**src/rtl/tdc_pkg.sv**
```systemverilog
// tdc_pkg: shared FSM states, default sizing and helpers for the TDC blocks
package tdc_pkg;

    typedef enum logic [1:0] {IDLE, ARMED, COUNT, HOLD} state_t;

    localparam int W_DEF       = 8;
    localparam int TIMEOUT_DEF = 511;

    function automatic logic [31:0] sat_inc(input logic [31:0] cnt, input logic [31:0] max);
        return (cnt >= max) ? max : cnt + 32'd1;
    endfunction

endpackage

```
**src/rtl/tdc_edge_det.sv**
```systemverilog
// tdc_edge_det: registers a synchronous level and flags its rising and falling edges
module tdc_edge_det (
    input  logic clk,
    input  logic rst,
    input  logic d,
    output logic rise,
    output logic fall
);

    logic q;

    always_ff @(posedge clk or negedge rst) begin
        if (!rst) q <= 1'b0;
        else      q <= d;
    end

    assign rise = d & ~q;
    assign fall = ~d & q;

endmodule

```
**src/rtl/tdc_wsign.sv**
```systemverilog
// tdc_wsign: pulse-width TDC with sign capture and valid/ready result
// Define TDC_SIGNED_OUT_EN for a two's-complement dout clamped at 2^(W-1)-1.
module tdc_wsign
    import tdc_pkg::*;
#(
    parameter int W       = W_DEF,
    parameter int TIMEOUT = TIMEOUT_DEF
) (
    input  logic         clk,
    input  logic         rst,
    input  logic         trig,
    input  logic         pulse_in,
    input  logic         sign_in,
    output logic [W-1:0] dout,
    output logic         dout_sign,
    output logic         dout_sat,
    output logic         dout_tmo,
    output logic         dout_valid,
    input  logic         dout_ready,
    output logic         busy
);

    localparam int TW = $clog2(TIMEOUT + 1);
    localparam logic [TW-1:0] TMO_LAST = TW'(TIMEOUT - 1);
`ifdef TDC_SIGNED_OUT_EN
    localparam logic [W-1:0] CMAX = {1'b0, {(W-1){1'b1}}};
`else
    localparam logic [W-1:0] CMAX = '1;
`endif

    state_t state, nxt;
    logic [W-1:0] cnt, code;
    logic [TW-1:0] tmo_cnt;
    logic rise, fall;

    tdc_edge_det u_edge (
        .clk  (clk),
        .rst  (rst),
        .d    (pulse_in),
        .rise (rise),
        .fall (fall)
    );

`ifdef TDC_SIGNED_OUT_EN
    assign code = dout_sign ? -cnt : cnt;
`else
    assign code = cnt;
`endif

    assign busy = state != IDLE;

    always_ff @(posedge clk or negedge rst) begin
        if (!rst) state <= IDLE;
        else      state <= nxt;
    end

    // In COUNT the previous sample was always high, so fall is just pulse_in low.
    always_comb begin
        nxt = state;
        case (state)
            IDLE:    nxt = trig ? ARMED : IDLE;
            ARMED:   nxt = rise ? COUNT : (tmo_cnt == TMO_LAST) ? HOLD : ARMED;
            COUNT:   nxt = fall ? HOLD : COUNT;
            default: nxt = dout_ready ? IDLE : HOLD;
        endcase
    end

    always_ff @(posedge clk or negedge rst) begin
        if (!rst) begin
            cnt        <= '0;
            tmo_cnt    <= '0;
            dout       <= '0;
            dout_sign  <= 1'b0;
            dout_sat   <= 1'b0;
            dout_tmo   <= 1'b0;
            dout_valid <= 1'b0;
        end else begin
            case (state)
                IDLE: if (trig) begin
                    cnt       <= '0;
                    tmo_cnt   <= '0;
                    dout_sign <= 1'b0;
                    dout_sat  <= 1'b0;
                    dout_tmo  <= 1'b0;
                end
                ARMED: begin
                    tmo_cnt <= tmo_cnt + 1'b1;
                    if (rise) begin
                        cnt       <= W'(1);
                        dout_sign <= sign_in;
                    end else if (tmo_cnt == TMO_LAST) begin
                        dout       <= '0;
                        dout_tmo   <= 1'b1;
                        dout_valid <= 1'b1;
                    end
                end
                COUNT: begin
                    if (fall) begin
                        dout       <= code;
                        dout_sat   <= cnt == CMAX;
                        dout_valid <= 1'b1;
                    end else begin
                        cnt <= W'(sat_inc(32'(cnt), 32'(CMAX)));
                    end
                end
                default: if (dout_ready) dout_valid <= 1'b0;
            endcase
        end
    end

endmodule

```
**config.mk**
```make
export PLATFORM = sky130hd
export DESIGN_NAME = tdc_wsign
export DESIGN_NICKNAME = d
export VERILOG_FILES = /design/src/rtl/tdc_pkg.sv /design/src/rtl/tdc_edge_det.sv /design/src/rtl/tdc_wsign.sv
export SDC_FILE = /design/constraint.sdc
export NUM_CORES = 1
export LEC_CHECK = 0
export ABC_AREA = 1
export CORE_MARGIN = 2
export CORE_UTILIZATION = 56
export DETAILED_ROUTE_END_ITERATION = 16
export GPL_TIMING_DRIVEN = 0
export PLACE_DENSITY_LB_ADDON = 0.12
export SLEW_MARGIN = 20
export SYNTH_ARGS = -nofsm -noshare
export SYNTH_HDL_FRONTEND = slang
export SYNTH_SLANG_ARGS = --single-unit
```
**constraint.sdc**
```tcl
create_clock -name clk -period 2.15 [get_ports clk]
set_clock_uncertainty 0.15 [all_clocks]
set_input_delay 0.645 -clock clk [delete_from_list [all_inputs] [get_ports clk]]
set_output_delay 0.645 -clock clk [all_outputs]
set_load 0.02 [all_outputs]
```
### Word-level counts from Yosys, hierarchy flattened

Cells that the tools add are included.

| word-level totals | value |
|---|---|
| flip-flop bits (word level) | 32 |
| input port bits | 6 |
| word-level logic and storage cells | 69 |

| cells by class | value |
|---|---|
| add/subtract/negate cells | 2 |
| magnitude comparators | 1 |
| equal/unequal tests | 10 |
| multiplexer cells | 28 |
| bitwise operators | 5 |
| reduce and logical (&&, ||, !) cells | 14 |

Operator list:

| cell | count |
|---|---|
| $mux 8 | 7 |
| $pmux 8 s3 | 1 |
| $pmux 9 s2 | 1 |
| $pmux 8 s2 | 1 |
| $ne 2x2->1 const B | 6 |
| $reduce_and 4->1 | 3 |
| $add 9x1->9 const B | 1 |
| $eq 9x9->1 const B | 1 |
| $mux 1 | 9 |
| $mux 9 | 1 |
| $add 8x1->8 const B | 1 |
| $eq 8x8->1 const B | 1 |
| $ge 8x8->1 const B | 1 |
| $reduce_bool 2->1 | 4 |
| $mux 2 | 3 |
| $pmux 1 s2 | 3 |
| $pmux 2 s3 | 1 |
| $reduce_and 3->1 | 2 |
| $reduce_bool 3->1 | 2 |
| $reduce_and 5->1 | 1 |
| $not 1->1 | 3 |
| $pmux 1 s3 | 1 |
| $and 1x1->1 | 2 |
| $eq 2x1->1 const B | 1 |
| 3 further kinds | 3 |

### Logic depth before layout (Yosys ltp)

Gate-level depths: netlist of the first run.

| depth | value |
|---|---|
| word-level depth | 4 |
| gate-level depth with buffers | 9 |

### Cells and area by module

From an unflattened synthesis of the first run, not the netlist that was laid out.

| unflattened totals | value |
|---|---|
| cell total of the unflattened synthesis | 249 |
| area total of the unflattened synthesis | 1,860.5 µm² |

By module, submodules not included:

| module | times used | cells each | area an instance (µm²) | sequential area each (µm²) |
|---|---|---|---|---|
| tdc_wsign | 1 | 244 | 1,820.5 | 775.7 |
| tdc_edge_det | 1 | 5 | 40.0 | 25.0 |

### Worst setup path before layout of the first run

No wires, ideal clock.

| timing | value |
|---|---|
| kind | flip-flop to output port |
| start | register state[0] |
| end | output busy |
| arrival time | 854 ps |
| required time | 1,355 ps |
| path slack | 501 ps |
| cell stages (with the launch flop) | 4 |
| path buffers | 0 |
| cell sequence | dfrtp_1 -> inv_1 -> ha_1 -> inv_1 |

| on the way | value |
|---|---|
| cells in the longest elaborated chain, start to end | 1 |

RTL lines:

| what | RTL line | text |
|---|---|---|
| from (decl) | tdc_wsign.sv:31 | `state_t state, nxt;` |
| from (signal assigned) | tdc_wsign.sv:54 | `else state <= nxt;` |
| $reduce_bool 2->1 | tdc_wsign.sv:50 | `assign busy = state != IDLE;` |
| to (decl) | tdc_wsign.sv:20 | `output logic busy` |

No other way between the ends.

### Worst setup path after layout of the first run

| timing | value |
|---|---|
| start | register dout_tmo |
| end | output dout_tmo |

RTL lines:

| what | RTL line | text |
|---|---|---|
| from (decl) | tdc_wsign.sv:17 | `output logic dout_tmo,` |
| from (signal assigned) | tdc_wsign.sv:75 | `dout_tmo <= 1'b0;` |
| from (signal assigned) | tdc_wsign.sv:84 | `dout_tmo <= 1'b0;` |
| from (signal assigned) | tdc_wsign.sv:93 | `dout_tmo <= 1'b1;` |

No word-level cell between the ends.

==> metrics, run 1 <==
fin cells 319; HPWL after detailed placement 2.682 mm; synth cell count leaders 90 x nand2_1, 32 x dfrtp_1, 31 x inv_1; drc violations 0; Synth top area share 42.92%; cell family with most CP delay buffers and inverters; Synth area leader dfrtp_1; H-tree depth 2; Place WS -0.09141 ns; drt total wl 3.711 mm; CP required 1.35 ns; fin crit share 97.58%; Unique masters post-synth 25; total grt overflow 0; FF/Latch Area 800.8 um^2; CP cell instances clkdlybuf4s50_1; initial DRC count 91; PwrDens 948.8 nW/um^2; Placed Cells 309; Ports 19; Final Hold Viols 0; footprint of the multi-input gates 915.9 um^2; gpl congestion 0.9184; Worst path slowest cell clkdlybuf4s50_1; Post-synth EDFFs 0; total CTS buffers 5; normalized max-slew margin 53.76%; Initial Util 60.12%; critical path buffer and inverter count 1; core area 3103 um^2; synthesized area per cell 7.553 um^2; clk root buf clkbuf_4; CP Class flop to primary output; Crit. End Element primary output; Die Height 61.72 um; Port Buffer Count 18; first-pass GRT wire length 6.320 mm; Max FO, Critical Path 2; RSZ-0062 raised after global routing false; Clock Pin Slew Worst Setup and Hold Paths 0.10 ns; leakage 1.191 nW; max_cap viols 0; worst hold slack 0.1938 ns; vias in the first global route 1490; most numerous cell in the Yosys netlist nand2_1; CP arrival 1.30 ns; total power 0.002075 W; latest clock arrival within the worst-skew pair 0.33 ns; startpoint types flop; First-pass DRT Iterations 5; CTS tree done; layout cell share with drive strength beyond 1 10.18%; GRT Overall Usage 22.79%; synthesis-to-layout area growth 17.24%; Worst Tran Pin Value 0.6936 ns; die area 3809 um^2; top post-synthesis cells by area dfrtp_1 43%, nand2_1 18%, inv_1 6.2%; DR vias 1641; post-DR wirelength/cell 11.63 um; Fill cells 276; Layout Nets 287; minimum clock period 2.098 ns; largest net degree at the start of global routing 33; HP Class primary input to async pin; Via-to-Cell Ratio 5.144; row count 20; diode count 0; clock sink count 32; Die Width 61.72 um; Max rail drop VDD 0.6945 mV; number of synthesis warnings 0; Mapped Nets 260; CTS Buffer Depth 2; CP max stage delay 0.60 ns; Primary FF master, synth dfrtp_1; pins over their slew limit 0; Final TNS setup 0 ns; fraction of registers with async set or reset after synthesis 100.0%; register area share after synthesis 42.92%; outcome complete, no violations; Cells after Synth 247; antenna-violating nets left 0; Max Freq 0.4767 GHz; final worst setup slack 0.05213 ns; Netlist Area Pre-Place 1866 um^2; Synth Register Bits 32; Setup violations, final 0; initial antenna violation count 0
==> routing by layer <==
layer / vias to the layer above / part of all wire [%] / GRT usage [%]
met4: 0 / 1.2 / 7.295
met3: 6 / 3.8 / 7.039
li1: 857 / - / -
met5: - / 0 / 0
met2: 30 / 44 / 35.49
met1: 748 / 51 / 30.59
==> metrics by stage <==
stage | utilization, % | area [um^2]
floorplan | - | 1866
detailed placement | 67.54 | 2096
CTS | 70.36 | 2183
global placement | 67.70 | 2101
global route | 70.48 | 2187
finish | 70.48 | 2187
==> placed cells by master (no fill, tap or decap), types with 2 or more instances in the layout <==
master,netlist,final
a21oi_1,3,3
buf_2,1,2
buf_4,0,2
clkbuf_4,0,5
clkbuf_8,1,2
clkdlybuf4s50_1,0,13
clkinv_2,0,2
dfrtp_1,32,32
dlymetal6s2s_1,0,3
ha_1,7,6
inv_1,31,29
inv_2,0,2
nand2_1,90,90
nand2_2,3,3
nand3_1,20,20
nand4_1,17,17
nor2_1,12,12
o21ai_0,15,15
o21bai_1,3,3
==> power by group <==
part,internal (W),leakage (nW),switching (W)
clock,0.000155,0.0380,0.000209
combinational,0.000364,0.720,0.000607
sequential,0.000681,0.434,0.0000583
total,0.00120,1.19,0.000875
==> worst reg2reg max path, delay by kind of cell (launching register included) <==
kind,cells,cell delay (ns)
simple gates,5,0.82
buf+inv,1,0.15
flops,1,0.40
fa+ha+maj,1,0.23
==> cell families (layout without fill, tap and decap cells) <==
group | after synthesis | in the layout | synth area share (%)
buffers and inverters | 35 | 63 | 8.651
adder cells (fa/ha/maj) | 7 | 7 | 4.695
XOR/XNOR | 1 | 1 | 0.4696
flip-flops | 32 | 32 | 42.92
AND/OR/NAND/NOR | 149 | 149 | 36.35
AO/OA/AOI/OAI | 23 | 23 | 6.908
==> final timing paths <==
path / start / end / slack, ns / cells past startpoint
max: dout_tmo / dout_tmo / 0.05 / 1
min: rst / dout_sat / 0.19 / 1
max reg2reg: state[1] / cnt[1] / 0.36 / 7
min reg2reg: dout[7] / dout[7] / 0.33 / 2
max in group asynchronous: rst / tmo_cnt[3] / 1.21 / 1
min in group clk: dout[7] / dout[7] / 0.33 / 2
==> final cells by class <==
| class | instances | area share (%) |
|---|---|---|
| clock buffer | 6 | 2.346 |
| timing repair buffer | 20 | 8.810 |
| tap | 44 | 2.517 |
| multi-input combinational | 180 | 41.88 |
| inverter | 31 | 5.320 |
| clock inverter | 2 | 0.4577 |
| sequential | 32 | 36.61 |
| buffer | 4 | 2.059 |
==> state kept, by name (all words and copies together) (netlist names) <==
signal,count
tmo_cnt,9
cnt,8
dout,8
state,2
dout_sat,1
dout_sign,1
dout_tmo,1
dout_valid,1
u_edge.q,1
==> what timing repair did <==
item / in CTS / in global routing
setup endpoints to repair: 1 / 4
buffers inserted: 2 / 0
hold buffers: 0 / 0
pin swaps: 1 / 0
resized for setup: 5 / 5
Power figures use the tool's default switching activity.
==> run 2: changes to the inputs <==
CTS_BUF_LIST = sky130_fd_sc_hd__clkbuf_16   (was unset)
==> run 2 against run 1 <==
Combinational power shrank 0.9%. Clock power grew 83%. Register-to-register slack gained 0.09 ns. Routed wire length grew 3.4%. Critical path depth grew 3. Flip-flop and latch count is the same. Final area grew 3.0%.
==> metrics, run 2 (same netlist as run 1, synthesis figures left out) <==
vias in the first global route 1488 (was 1490); Port Buffer Count 18 (unchanged); Final Hold Viols 0 (unchanged); commonest non-fill, non-tap cell in the layout nand2_1 (unchanged); Max Freq 0.4827 GHz (was 0.4767 GHz); initial DRC count 86 (was 91); max reg flops 9 (unchanged); Die Height 61.72 um (unchanged); first-pass GRT wire length 6.430 mm (was 6.320 mm); max_cap viols 0 (unchanged); gpl congestion 0.9184 (unchanged); total power 0.002379 W (was 0.002075 W); CTS tree done (unchanged); design area 2252 um^2 (was 2187 um^2); First-pass DRT Iterations 4 (was 5); Max rail drop VDD 0.9086 mV (was 0.6945 mV); Clock Pin Slew Worst Setup and Hold Paths 0.05 ns (was 0.10 ns); HP Class primary input to async pin (unchanged); synthesis-to-layout area growth 20.72% (was 17.24%); DR vias 1674 (was 1641); reg2reg path depth 8 (was 7); Ports 19 (unchanged); routed wl met3 162 um (was 142 um); Die Width 61.72 um (unchanged); antenna-violating nets left 0 (unchanged); Place WS -0.09141 ns (unchanged); reg2reg setup slack 0.45 ns (was 0.36 ns); reg-to-reg endpoint dout[5] (was cnt[1]); diode count 0 (unchanged); clock sink count 32 (unchanged); latest clock arrival within the worst-skew pair 0.28 ns (was 0.33 ns); layout cell share with drive strength beyond 1 8.791% (was 10.18%); row count 20 (unchanged); Layout Nets 285 (was 287); drc violations 0 (unchanged); Placed Area 2096 um^2 (unchanged); core area 3103 um^2 (unchanged); routed wl met2 1.706 mm (was 1.633 mm); drt total wl 3.837 mm (was 3.711 mm); pins over their slew limit 0 (unchanged); worst reg2reg path startpoint state[1] (unchanged); Crit. End Element primary output (unchanged); biggest registers after layout tmo_cnt: 9 flops, cnt: 8 flops, dout: 8 flops (unchanged); initial antenna violation count 0 (unchanged); Max FO, Critical Path 6 (was 2); total grt overflow 0 (unchanged); Via-to-Cell Ratio 5.281 (was 5.144); clk root buf clkbuf_16 (was clkbuf_4); total CTS buffers 5 (unchanged); GRT Overall Usage 23.49% (was 22.79%); outcome complete, no violations (unchanged); fin crit share 96.36% (was 97.58%); largest register by flop count tmo_cnt (unchanged); H-tree depth 2 (unchanged); RSZ-0062 raised after global routing false (unchanged); Worst Tran Pin Value 0.6885 ns (was 0.6936 ns); minimum clock period 2.072 ns (was 2.098 ns); CP Class flop to primary output (unchanged); CP arrival 1.28 ns (was 1.30 ns); normalized max-slew margin 54.10% (was 53.76%); die area 3809 um^2 (unchanged); HPWL after detailed placement 2.682 mm (unchanged); PwrDens 1057 nW/um^2 (was 948.8 nW/um^2); post-DR wirelength/cell 12.10 um (was 11.63 um); CTS Buffer Depth 2 (unchanged); Initial Util 60.12% (unchanged); largest net degree at the start of global routing 33 (unchanged); commonest cells after routing, fill and taps aside 90 x nand2_1, 32 x dfrtp_1, 29 x inv_1, 20 x nand3_1, 17 x nand4_1 (unchanged); startpoint types flop (unchanged); CP required 1.35 ns (about the same); leakage 1.159 nW (was 1.191 nW); Top Metal Used met4 (unchanged); final worst setup slack 0.07832 ns (was 0.05213 ns); routed length on met1 1.889 mm (was 1.891 mm); Setup violations, final 0 (unchanged)
run 2: cell count changes in the layout (fill, tap and decap cells not counted), sizes merged:
cell,previous run,this run
clkdlybuf4s15,0,1
dlymetal6s2s,3,0
clkdlybuf4s50,13,16
clkinv,2,3
clkbuf,8,6
buf,6,4
run 2: critical path: stages, from the launching register on:
cell	delay, ns
dfrtp_1	0.41
inv_2	0.08
ha_4	0.18
inv_1	0.05
clkdlybuf4s15_1	0.28
run 2: what timing repair did:
item	in CTS	in global routing
setup endpoints to repair	1	2
buffers inserted	0	0
hold buffers	0	0
resized for setup	4	3
run 2: worst max path at each step:
stage	from	endpoint	slack, ns	cells after the start
2_1_floorplan	state[0]	busy	0.50	3
3_3_place_gp	rst	dout[5]	-0.33	1
3_5_place_dp	pulse_in	cnt[1]	-0.09	7
4_1_cts	state[1]	busy	0.004	4
5_1_grt	state[0]	busy	0.03	4
6_report	state[1]	busy	0.08	4
run 2: routing by layer:
| layer | global-route usage [%] | vias to the layer above |
|---|---|---|
| met3 | 4.555 | 7 |
| met1 | 31.65 | 765 |
| met4 | 11.25 | 0 |
| met2 | 36.54 | 43 |
| met5 | 0 | - |
| li1 | - | 859 |
run 2: stage by stage:
step / utilization [%] / cells / hold slack [ns] / setup TNS [ns]
floorplan: - / 247 / 0.1994 / 0
global placement: 67.70 / 309 / 0.3033 / -10.74
detailed placement: 67.54 / 309 / 0.3071 / -0.5994
CTS: 72.38 / 317 / 0.2897 / 0
global route: 72.58 / 317 / 0.3269 / 0
finish: 72.58 / 317 / 0.2621 / 0
run 2: layout make-up:
type,instances,area (um^2)
buffer,4,45.04
clock buffer,5,125.1
clock inverter,3,13.76
fill,268,850.8
inverter,31,116.4
multi-input combinational,180,920.9
sequential,32,800.8
tap,44,55.05
timing repair buffer,18,175.2
run 2: power by group:
| part | internal, W | switching, W |
|---|---|---|
| registers | 0.000683 | 0.0000663 |
| clock network | 0.000419 | 0.000248 |
| logic | 0.000354 | 0.000608 |
| total | 0.00146 | 0.000923 |
==> run 3: changes to the inputs <==
SYNTH_HIERARCHICAL = 1   (was unset)
==> run 3 against run 2 <==
Routed wire length shrank 2.2%. Setup slack gained 0.017 ns. Sequential share of layout area shrank 0.26 points. Area after synthesis shrank 0.27%. Register-to-register slack lost 0.10 ns. Synthesized cell count grew 0.81%. Clock power grew 17%. Die area shrank 0.24%. Global-route usage shrank 1.0 points. Hold slack gained 0.0037 ns.
==> metrics, run 3 <==
outcome complete, no violations (unchanged); Synth area leader dfrtp_1 (unchanged); gpl congestion 0.8430 (was 0.9184); core area 3103 um^2 (unchanged); CTS Buffer Depth 2 (unchanged); GRT Overall Usage 22.44% (was 23.49%); Post-synth EDFFs 0 (unchanged); cell family with most CP delay buffers and inverters (unchanged); worst reg2reg path startpoint state[0] (was state[1]); Max Freq 0.4867 GHz (was 0.4827 GHz); initial antenna violation count 0 (unchanged); reg2reg setup slack 0.35 ns (was 0.45 ns); RSZ-0062 raised after global routing false (unchanged); Die Width 61.64 um (was 61.72 um); Netlist Area Pre-Place 1861 um^2 (was 1866 um^2); CP cell instances clkdlybuf4s50_1 (was inv_2 -> ha_4 -> inv_1 -> clkdlybuf4s15_1); top post-synthesis cells by area dfrtp_1 43%, nand2_1 18%, inv_1 5.9% (was dfrtp_1 43%, nand2_1 18%, inv_1 6.2%); CP arrival 1.26 ns (was 1.28 ns); Port Buffer Count 18 (unchanged); Max FO, Critical Path 2 (was 6); Die Height 61.64 um (was 61.72 um); HPWL after detailed placement 2.576 mm (was 2.682 mm); initial DRC count 99 (was 86); worst hold slack 0.2659 ns (was 0.2621 ns); synth cell count leaders 89 x nand2_1, 32 x dfrtp_1, 29 x inv_1 (was 90 x nand2_1, 32 x dfrtp_1, 31 x inv_1); normalized max-slew margin 53.77% (was 54.10%); Ports 19 (unchanged); Clock power frac 32.0% (was 28.1%); critical path buffer and inverter count 1 (was 3); synthesized area per cell 7.472 um^2 (was 7.553 um^2); CTS tree done (unchanged); commonest cells after routing, fill and taps aside 89 x nand2_1, 32 x dfrtp_1, 28 x inv_1, 22 x nor2_1, 16 x clkdlybuf4s50_1 (was 90 x nand2_1, 32 x dfrtp_1, 29 x inv_1, 20 x nand3_1, 17 x nand4_1); Sw Share 36.75% (was 38.79%); Crit path depth 1 (was 4); footprint of the multi-input gates 920.9 um^2 (unchanged); reg2reg path depth 10 (was 8); reg-to-reg endpoint cnt[4] (was dout[5]); leakage 1.103 nW (was 1.159 nW); CP Class flop to primary output (unchanged); commonest non-fill, non-tap cell in the layout nand2_1 (unchanged); Critical Path Start dout_sat (was state[1]); CP max stage delay 0.62 ns (was 0.41 ns); Synth top area share 43.04% (was 42.92%); Mapped Nets 262 (was 260); Cells after Synth 249 (was 247); Gate power share 38.0% (was 40.4%); fraction of registers with async set or reset after synthesis 100.0% (unchanged); row count 20 (unchanged); diode count 0 (unchanged); fin cells 320 (was 317); Final TNS setup 0 ns (unchanged); drt total wl 3.753 mm (was 3.837 mm); Worst path slowest cell clkdlybuf4s50_1 (was dfrtp_1); Placed Cells 311 (was 309); Sw Pwr 0.0008988 W (was 0.0009231 W); first-pass GRT wire length 6.210 mm (was 6.430 mm); Internal 0.001547 W (was 0.001456 W); Placed Area 2091 um^2 (was 2096 um^2); Setup violations, final 0 (unchanged); register area share after synthesis 43.04% (was 42.92%); CP required 1.35 ns (about the same); max_cap viols 0 (unchanged); Worst Tran Pin Value 0.6934 ns (was 0.6885 ns); largest register by flop count tmo_cnt (unchanged); total power 0.002446 W (was 0.002379 W); biggest registers after layout tmo_cnt: 9 flops, cnt: 8 flops, dout: 8 flops (unchanged); post-DR wirelength/cell 11.73 um (was 12.10 um); minimum clock period 2.054 ns (was 2.072 ns); pins over their slew limit 0 (unchanged); drc violations 0 (unchanged); H-tree depth 2 (unchanged); design area 2268 um^2 (was 2252 um^2); total grt overflow 0 (unchanged); total CTS buffers 5 (unchanged); fin crit share 95.56% (was 96.36%); Clock Pin Slew Worst Setup and Hold Paths 0.05 ns (about the same); Fill cells 253 (was 268); Primary FF master, synth dfrtp_1 (unchanged); HP Class primary input to async pin (unchanged); Synth Register Bits 32 (unchanged); First-pass DRT Iterations 4 (unchanged); CP endpoint dout_sat (was busy); clk root buf clkbuf_16 (unchanged); most numerous cell in the Yosys netlist nand2_1 (unchanged); Layout Nets 288 (was 285); clock sink count 32 (unchanged); Crit. End Element primary output (unchanged); number of buffers inserted by hold repair at cts 0 (unchanged); FF/Latch Area 800.8 um^2 (unchanged); layout cell share with drive strength beyond 1 14.49% (was 8.791%); Via-to-Cell Ratio 5.078 (was 5.281); Final Hold Viols 0 (unchanged); Max rail drop VDD 0.8187 mV (was 0.9086 mV); max reg flops 9 (unchanged); synthesis-to-layout area growth 21.92% (was 20.72%); antenna-violating nets left 0 (unchanged); sequential power share 30.0% (was 31.5%); PwrDens 1078 nW/um^2 (was 1057 nW/um^2); die area 3799 um^2 (was 3809 um^2); Unique masters post-synth 24 (was 25); number of synthesis warnings 6 (was 0); Initial Util 59.96% (was 60.12%); startpoint types flop (unchanged); DR vias 1625 (was 1674); largest net degree at the start of global routing 33 (unchanged); vias in the first global route 1399 (was 1488); latest clock arrival within the worst-skew pair 0.27 ns (was 0.28 ns)
-- run 3: cell types whose count changed after synthesis, sizes merged --
cell    before  now
or2          0    2
and3         1    0
a21oi        3    5
nand3       21   14
nand4       17    3
inv         31   30
o21bai       3    0
o21ai       16   24
buf          3    4
nand2       94   97
nor2        14   27
clkbuf       1    0
-- run 3: metal layers --
| metal | part of all wire [%] | wire, um | track usage [%] |
|---|---|---|---|
| met1 | 49 | 1825 | 30.20 |
| met2 | 46 | 1730 | 35.19 |
| met3 | 4.4 | 166 | 5.672 |
| met4 | 0.80 | 30 | 7.903 |
| met5 | 0 | 0 | 0 |
-- run 3: layout make-up --
class | instances | area share [%]
tap | 44 | 2.427
multi-input combinational | 183 | 40.60
timing repair buffer | 19 | 7.832
inverter | 30 | 4.964
buffer | 4 | 1.710
clock inverter | 3 | 1.655
clock buffer | 5 | 5.516
sequential | 32 | 35.30
-- run 3: per-stage QoR --
stage,util (%),worst slack (ns)
3_3_place_gp,67.54,-0.3391
5_1_grt,73.10,0.02338
3_5_place_dp,67.38,-0.1769
4_1_cts,72.66,0.01291
6_report,73.10,0.09552
2_1_floorplan,-,0.5215
-- run 3: power groups by stage --
stage / Clock [W] / Sequential, W / Combinational (W)
6_report: 0.000783 / 0.000733 / 0.000930
5_1_grt: 0.000830 / 0.000743 / 0.00104
4_1_cts: 0.000795 / 0.000736 / 0.000905
3_5_place_dp: 0 / 0.000746 / 0.000895
3_3_place_gp: 0 / 0.000743 / 0.000888
2_1_floorplan: 0 / 0.000769 / 0.000627
-- run 3: kinds of logic (layout without fill, tap and decap cells) --
kind of cell             after synthesis  count (layout)  synth area share (%)
adder cells (fa/ha/maj)                7               7                 4.707
AO/OA/AOI/OAI                         30              30                 9.818
XOR/XNOR                               1               1                0.4708
AND/OR/NAND/NOR                      145             145                 33.83
flip-flops                            32              32                 43.04
buffers and inverters                 34              61                 8.136
-- run 3: how the worst min path moves through the flow --
stage                     startpoint          to
after floorplan                  rst      cnt[0]
after global placement    dout_valid  dout_valid
after detailed placement  dout_valid  dout_valid
after CTS                        rst  tmo_cnt[5]
after global routing             rst     dout[2]
final                            rst  tmo_cnt[5]
-- run 3: repair_timing --
item | in CTS | in global routing
buffers inserted | 0 | 1
gates cloned | 0 | 0
setup endpoints to repair | 1 | 9
resized for setup | 3 | 5
